`src/rtl/uart_tx_pkg.sv`:
```
// Shared definitions for the UART transmit path: FSM encoding and line/parity levels.
package uart_tx_pkg;

  localparam logic [2:0] IDLE   = 3'd0;
  localparam logic [2:0] START  = 3'd1;
  localparam logic [2:0] DATA   = 3'd2;
  localparam logic [2:0] PARITY = 3'd3;
  localparam logic [2:0] STOP   = 3'd4;

  typedef enum logic [2:0] {
    S_IDLE   = IDLE,
    S_START  = START,
    S_DATA   = DATA,
    S_PARITY = PARITY,
    S_STOP   = STOP
  } state_t;

  localparam logic PAR_EVEN    = 1'b0;
  localparam logic PAR_ODD     = 1'b1;
  localparam logic IDLE_LEVEL  = 1'b1;
  localparam logic START_LEVEL = 1'b0;

endpackage

```
`src/rtl/uart_tx_frame_ctrl_parity_calc.sv`:
```
// Combinational parity generator: even parity when typ is PAR_EVEN, odd when PAR_ODD.
module parity_calc
  import uart_tx_pkg::*;
#(
  parameter int DATA_WIDTH = 8
) (
  input  logic [DATA_WIDTH-1:0] data,
  input  logic                  typ,
  output logic                  par_bit
);

  assign par_bit = (^data) ^ (typ == PAR_ODD);

endmodule

```
`src/rtl/uart_tx_frame_ctrl.sv`:
```
// UART TX frame controller: latches a word, sequences START/DATA/PARITY/STOP,
// hands the data phase to the serializer and aborts a stalled serializer.
module uart_tx_frame_ctrl
  import uart_tx_pkg::*;
#(
  parameter int DATA_WIDTH  = 8,
  parameter int WDOG_CYCLES = DATA_WIDTH + 2
) (
  input  logic                  CLK,
  input  logic                  RST,
  input  logic [DATA_WIDTH-1:0] P_DATA,
  input  logic                  DATA_VALID,
  input  logic                  PAR_EN,
  input  logic                  PAR_TYP,
  input  logic                  ser_done,
  input  logic                  ser_data,
  output logic [DATA_WIDTH-1:0] ser_p_data,
  output logic                  ser_en,
  output logic                  TX_OUT,
  output logic                  busy,
  output logic                  frame_err
);

  localparam int WDOG_W = $clog2(WDOG_CYCLES + 1);
  localparam logic [WDOG_W-1:0] WDOG_LAST = WDOG_W'(WDOG_CYCLES - 1);

  state_t             state, state_nxt;
  logic [WDOG_W-1:0]  wdog;
  logic               par_en_q;
  logic               par_bit;
  logic               par_bit_calc;
  logic               accept;
  logic               wdog_expired;

  parity_calc #(.DATA_WIDTH(DATA_WIDTH)) u_parity_calc (
    .data    (P_DATA),
    .typ     (PAR_TYP),
    .par_bit (par_bit_calc)
  );

  // A new word is taken only between frames, so the latched word stays put mid-frame.
  assign accept       = DATA_VALID && (state == S_IDLE || state == S_STOP);
  assign wdog_expired = (state == S_DATA) && !ser_done && (wdog == WDOG_LAST);

  // NOTE: sequential state uses non-blocking assignments so every register
  // samples the pre-edge values of its peers.
  always_ff @(posedge CLK or posedge RST) begin
    if (RST) state <= S_IDLE;
    else     state <= state_nxt;
  end

  // NOTE: every output of this block gets a default first, so no path can infer a latch.
  always_comb begin
    state_nxt = state;
    unique case (state)
      S_IDLE:   if (accept) state_nxt = S_START;
      S_START:  state_nxt = S_DATA;
      S_DATA: begin
        if (ser_done)          state_nxt = par_en_q ? S_PARITY : S_STOP;
        else if (wdog_expired) state_nxt = S_STOP;
      end
      S_PARITY: state_nxt = S_STOP;
      S_STOP:   state_nxt = accept ? S_START : S_IDLE;
      default:  state_nxt = S_IDLE;
    endcase
  end

  // Line mux follows the registered state, so reset forces the idle level without a clock.
  always_comb begin
    TX_OUT = IDLE_LEVEL;
    unique case (state)
      S_IDLE:   TX_OUT = IDLE_LEVEL;
      S_START:  TX_OUT = START_LEVEL;
      S_DATA:   TX_OUT = ser_data;
      S_PARITY: TX_OUT = par_bit;
      S_STOP:   TX_OUT = IDLE_LEVEL;
      default:  TX_OUT = IDLE_LEVEL;
    endcase
  end

  assign busy   = (state != S_IDLE);
  assign ser_en = (state == S_START) || (state == S_DATA);

  always_ff @(posedge CLK or posedge RST) begin
    if (RST) begin
      ser_p_data <= '0;
      par_en_q   <= 1'b0;
      par_bit    <= 1'b0;
    end else if (accept) begin
      ser_p_data <= P_DATA;
      par_en_q   <= PAR_EN;
      par_bit    <= par_bit_calc;
    end
  end

  always_ff @(posedge CLK or posedge RST) begin
    if (RST) begin
      wdog      <= '0;
      frame_err <= 1'b0;
    end else begin
      if (state_nxt == S_START) wdog <= '0;
      else if (state == S_DATA) wdog <= wdog + 1'b1;
      frame_err <= wdog_expired;
    end
  end

endmodule

```
`config.mk`:
```
export PLATFORM = sky130hd
export DESIGN_NAME = uart_tx_frame_ctrl
export DESIGN_NICKNAME = d
export VERILOG_FILES = /design/src/rtl/uart_tx_pkg.sv /design/src/rtl/uart_tx_frame_ctrl_parity_calc.sv /design/src/rtl/uart_tx_frame_ctrl.sv
export SDC_FILE = /design/constraint.sdc
export NUM_CORES = 1
export LEC_CHECK = 0
export BUFFER_PORTS_ARGS = -buffer_cell sky130_fd_sc_hd__buf_2
export CAP_MARGIN = 10
export CORE_UTILIZATION = 30
export CTS_CLUSTER_SIZE = 20
export DETAILED_ROUTE_END_ITERATION = 12
export SLEW_MARGIN = 25
export SYNTH_ARGS = -nofsm -noshare
export SYNTH_HDL_FRONTEND = slang
export SYNTH_SLANG_ARGS = --single-unit
```
`constraint.sdc`:
```
create_clock -name CLK -period 1.9 [get_ports CLK]
set_input_delay 0 -clock CLK [delete_from_list [all_inputs] [get_ports CLK]]
set_output_delay 0 -clock CLK [all_outputs]
set_load 0.005 [all_outputs]
```
; ---- After elaboration in Yosys (flattened, before gate mapping)
; Cells that the tools add are included.
[totals]
register_bits = 18
input_bits = 15
[op_classes]
n_addsub = 1
n_eq_ne = 6
reduce_logical = 10
muxes = 9
bitwise = 1
[op_table]
columns = operator, count
row1 = $pmux 3 s5, 1
row2 = $mux 3, 4
row3 = $mux 4, 2
row4 = $reduce_xor 8->1, 1
row5 = $eq 3x1->1 const B, 2
row6 = $eq 3x2->1 const B, 2
row7 = $add 4x1->4 const B, 1
row8 = $eq 4x4->1 const B, 1
row9 = $eq 3x3->1 const B, 1
row10 = $logic_and 1x1->1, 3
row11 = $logic_not 3->1, 1
row12 = $pmux 1 s3, 1
row13 = $reduce_bool 3->1, 1
row14 = $logic_or 1x1->1, 2
row15 = $reduce_bool 2->1, 1
row16 = $logic_not 1->1, 1
row17 = $mux 1, 1
row18 = $xor 1x1->1, 1

; ---- Depth between registers and ports, before layout
[depth]
ltp_word = 8
ltp_mapped = 6
mapped_depth_nobuf = 6

; ---- Modules after synthesis
; A second synthesis with hierarchy kept.
[unflattened]
hier_cells = 73
area_unflattened_um2 = 883.3
[by_module_without_submodules]
columns = module, area_per_inst_um2, n_inst, cells_each
row1 = uart_tx_frame_ctrl, 800.8, 1, 66
row2 = parity_calc, 82.6, 1, 7

; ---- Worst setup path before layout
; Ideal clock, no wire load.
[synth_timing]
kind = reg-to-reg
startpoint = register state[1]
endpoint = register ser_p_data[0]
slack_ps = 455
synth_period_minus_slack_ps = 1445
n_path_buf = 2
arrival_time_ps = 1320
setup_time_ps = 125
t_required_ps = 1775
path_stages_with_launch = 5
cell_sequence = dfrtp_1 -> buf_2 -> nor3b_4 -> buf_6 -> mux2_2
[synth_between]
elab_chain_cells = 3
[synth_lines]
columns = element, line_no
row1 = start: declaration, uart_tx_frame_ctrl.sv:27  ; state_t state, state_nxt;
row2 = start signal: assignment, uart_tx_frame_ctrl.sv:49  ; else state <= state_nxt;
row3 = $eq 3x3->1 or $logic_not 3->1 (tied branches), uart_tx_frame_ctrl.sv:42  ; assign accept = DATA_VALID && (state == S_IDLE || state == S_STOP);
row4 = $logic_or 1x1->1 (*), uart_tx_frame_ctrl.sv:42
row5 = $logic_and 1x1->1 (*), uart_tx_frame_ctrl.sv:42
row6 = end signal: assignment, uart_tx_frame_ctrl.sv:86  ; ser_p_data <= '0;
row7 = end signal: assignment, uart_tx_frame_ctrl.sv:90  ; ser_p_data <= P_DATA;
row8 = end: declaration, uart_tx_frame_ctrl.sv:17  ; output logic [DATA_WIDTH-1:0] ser_p_data,
; Mark *: on every way between the ends. The rest lies on a longest branch, timed or not.
; A chain may end at the register's enable or synchronous reset.

; ---- Worst setup path after layout
[layout_timing]
startpoint = register state[1]
endpoint = output TX_OUT
[layout_between]
elab_chain_cells = 2
[layout_lines]
columns = element, line_no
row1 = $eq 3x2->1 or $eq 3x1->1 (tied branches), uart_tx_frame_ctrl.sv:71  ; unique case (state)
row2 = $pmux 1 s3 (*), uart_tx_frame_ctrl.sv:71
row3 = end: declaration, uart_tx_frame_ctrl.sv:19  ; output logic TX_OUT,
; Marks and branches as above.

==> summary.md <==
The logs give 43.0% for the utilization after layout and 0 for the number of setup buffers added after CTS. The vias per cell was 4.61; the number of instances in the synthesized netlist was 70. The number of warnings printed during yosys synthesis came out at 0.

The total vias in the final route is 646, and the met2 layer wire length in the routed design is 838 µm. The number of filler instances in the final layout was 257; the horizontal extent of the die was 56.6 µm. The maximum clock frequency is 669 MHz.

The critical path goes through nor3b_1 > a21oi_1 > or2_2 > buf_2. In this run, placement finished with an instance count of 125. The die covers 0.00321 mm². For this design, the slowest cell found on the critical path is sky130_fd_sc_hd__dfrtp_1.

The number of cells on the worst reg-to-reg path is 3. In the final layout, flip-flops and latches occupy 450 µm². Met1 layer wirelength in the final routing: 734 µm. Prevailing post-synth register cell: sky130_fd_sc_hd__dfrtp_1.

The tools report the final net count as 127. The repair_antennas step left the layout with diodes totalling 0. The count of port buffers added during placement was 26. Once layout is complete, the cells apart from fillers number 140. The worst pin sits at a relative slew slack of 56.2%. The logs give 0 for the number of nets with antenna violations after detailed routing and 0.000790 V for the maximum vdd ir drop.

Entering global routing, the biggest net connects 19 pins. Of the available clock period, the critical path in the final layout requires 78.7%. The setup slack after placement is 0.465 ns. For the final routed database, the setup TNS stands at 0 ns. Of all nets on the critical path, the largest fanout is 8. Across all register-to-register paths, the minimum setup slack is 0.46 ns. Cells with a size suffix above 1 make up 41.3% of the layout.

TritonCTS built the clock tree. The largest total area in the synthesized netlist belongs to sky130_fd_sc_hd__dfrtp_1. In this run, synthesis inferred 0 flip-flops with an integrated enable. For this run, the total global-route usage over all layers was measured as 11.4%.

The logs give 1 for the number of H-tree levels and 2 for the worst-case clock buffer depth. Counting every net in the synthesized netlist gives 87. The number of DRC violations after detailed routing is 0. Summed over all layers, the routed wires come to 1650 µm. The pre-antenna-repair detailed-routing pass consisted of 4 iterations. Of the synthesized area, sequential elements account for 50.3%. The highest layer touched by signal routing is met4. The number of design-rule violations left by the first detailed-router iteration is 1. The I/O pin total was 27. The number of buffer and inverter instances along the worst setup path works out to 1. The buffer cell driving the clock tree root was sky130_fd_sc_hd__clkbuf_4.

The class of the worst hold path was input pin to flip-flop. Ranked by total cell area, the synthesized netlist is headed by sky130_fd_sc_hd__dfrtp_1 (50%), sky130_fd_sc_hd__mux2_2 (11%), sky130_fd_sc_hd__xnor2_1 (6.8%), sky130_fd_sc_hd__nor3b_4 (4.2%), sky130_fd_sc_hd__xor2_1 (2.9%). Compared with the post-synthesis result, the final layout area differs by 33.7%. At the pin with the least slew margin, the transition time is 0.656 ns. For the number of global-route vias before repair, the log shows 642.

The number of antenna violations at the first check in global routing came out at 0. The flow ran to the end, and the final reports show no timing, DRC or antenna violations. For the worst setup path, the data arrival time is 1.49 ns. The maximum cell stage delay along the critical path was 0.53 ns. The total leakage power was 0.561 nW; the average wire per cell in the routed design was 11.8 µm. For the final count of pins violating max slew, the log shows 0. For the multi-input combinational cell area, the log shows 413 µm².

At the worst endpoint, the required time is 1.90 ns. The later pin in the worst-skew pair is clocked with a latency of 0.29 ns. The run gives 61 µm as the met3 routed wirelength. The critical path is of the flip-flop to output pin type. Family with the most delay on the worst path: flip-flops. The critical path runs through a total of 4 cells. The final count of hold timing violations came out at 0. The HPWL after detailed placement is 1140 µm.

Max-cap violations in this run came to 0. Summing every instance area after synthesis gives 896 µm². After synthesis, the largest area contributor takes up 50.3% of total cell area. The clock net in this run drives a total of 18 sinks. Dividing total power by cell area gives a power density of 1330 mW/mm². The core region is 0.00278 mm².

Clock tree synthesis inserted a total of 3 buffers. The most frequent cell after synthesis was sky130_fd_sc_hd__dfrtp_1. Setup repair after global routing left no endpoint under its margin.

Clock-pin slew was measured on the worst setup and hold paths at 0.10 ns. After synthesis, the share of flip-flops with an asynchronous set or reset is 100%. Once routing completed, OpenROAD measured the worst setup slack at 0.405 ns.

The commonest cells after synthesis are sky130_fd_sc_hd__dfrtp_1 (18), sky130_fd_sc_hd__mux2_2 (9), sky130_fd_sc_hd__xnor2_1 (7). The number of different library cells used by synthesis comes to 24. The post-CTS resize count came out at 0. The congestion estimate from routability-driven global placement came to 0.659. After global routing the overflow that remains totals 0. The first global-routing pass estimated 2780 µm of wire. On the final layout, the worst clock skew is 0.00820 ns. After clock tree synthesis, the flow added hold-fix buffers numbering 11. The starting density of the core is 32.2%.

The register bit total from synthesis was 18; the worst hold path stage count was 4. The final critical-path required period is 1.49 ns. The tools report the critical path launch point type as a flip-flop. Kind of end point of the critical path: an output pin. The die extent in y was 56.6 µm; the cell row count was 19. The average footprint of a synthesized cell was 12.8 µm²; the number of setup violations in the final report was 0.
[per-layer routing]
layer / track usage [%] / vias up
met5: 0 / -
met1: 13.0 / 311
li1: - / 315
met2: 20.0 / 18
met3: 2.07 / 2
met4: 6.27 / 0
[cell families (layout without fill, tap and decap cells)]
group	after synthesis	after routing	synth area share [%]
XOR/XNOR	11	11	12.3
flip-flops	18	18	50.3
adder cells (fa/ha/maj)	2	2	2.79
AO/OA/AOI/OAI	4	4	3.49
AND/OR/NAND/NOR	18	18	13.4
buffers and inverters	6	45	3.63
multiplexers	11	11	14.1
[power breakdown]
group | internal [W] | switching (W)
combinational | 0.000406 | 0.000253
sequential | 0.000546 | 0.000162
clock | 0.000117 | 0.000113
[layout by cell type, fill, tap and decap left out, types with 2 or more instances in the layout]
cell type / synthesis / routed
sky130_fd_sc_hd__nor3b_4: 2 / 2
sky130_fd_sc_hd__nor2_1: 6 / 6
sky130_fd_sc_hd__clkbuf_4: 0 / 3
sky130_fd_sc_hd__ha_1: 2 / 2
sky130_fd_sc_hd__nand2_1: 3 / 3
sky130_fd_sc_hd__xnor2_1: 7 / 7
sky130_fd_sc_hd__inv_1: 3 / 3
sky130_fd_sc_hd__nor3b_1: 2 / 2
sky130_fd_sc_hd__mux2_2: 9 / 9
sky130_fd_sc_hd__buf_2: 2 / 26
sky130_fd_sc_hd__xor2_1: 3 / 3
sky130_fd_sc_hd__dfrtp_1: 18 / 18
sky130_fd_sc_hd__dlygate4sd3_1: 0 / 11
[area by class of cell]
cell class	instances	area share [%]
clock buffers	4	3.03
inverters	3	0.940
multi-input cells	46	34.5
flip-flops and latches	18	37.6
well taps	31	3.24
repair buffers	38	20.7
[path summary, 6_finish.rpt]
check / startpoint / end
min in group asynchronous: RST / ser_p_data[0]
max reg2reg: state[0] / par_en_q
min reg2reg: wdog[2] / frame_err
max in group asynchronous: RST / frame_err
max: state[1] / TX_OUT
min: DATA_VALID / wdog[0]
[worst min-delay path, stage by stage]
cell	delay [ns]
sky130_fd_sc_hd__buf_2	0.10
sky130_fd_sc_hd__nor3b_4	0.14
sky130_fd_sc_hd__buf_4	0.19
sky130_fd_sc_hd__nor2_1	0.11
[registers in the layout (all words and copies together), names as in the netlist]
register / flops
frame_err: 1
par_bit: 1
par_en_q: 1
ser_p_data: 8
state: 3
wdog: 4
[through the flow]
| stage | hold slack, ns | cell area, µm² | power, W |
|---|---|---|---|
| 3_3_place_gp | 0.130 | 1050 | 0.00134 |
| 6_report | 0.287 | 1200 | 0.00160 |
| 3_5_place_dp | 0.135 | 1050 | 0.00136 |
| 5_1_grt | 0.273 | 1200 | 0.00173 |
| 4_1_cts | 0.285 | 1200 | 0.00162 |
| 2_1_floorplan | -0.0614 | 896 | 0.00115 |
Power figures use the tool's default switching activity.
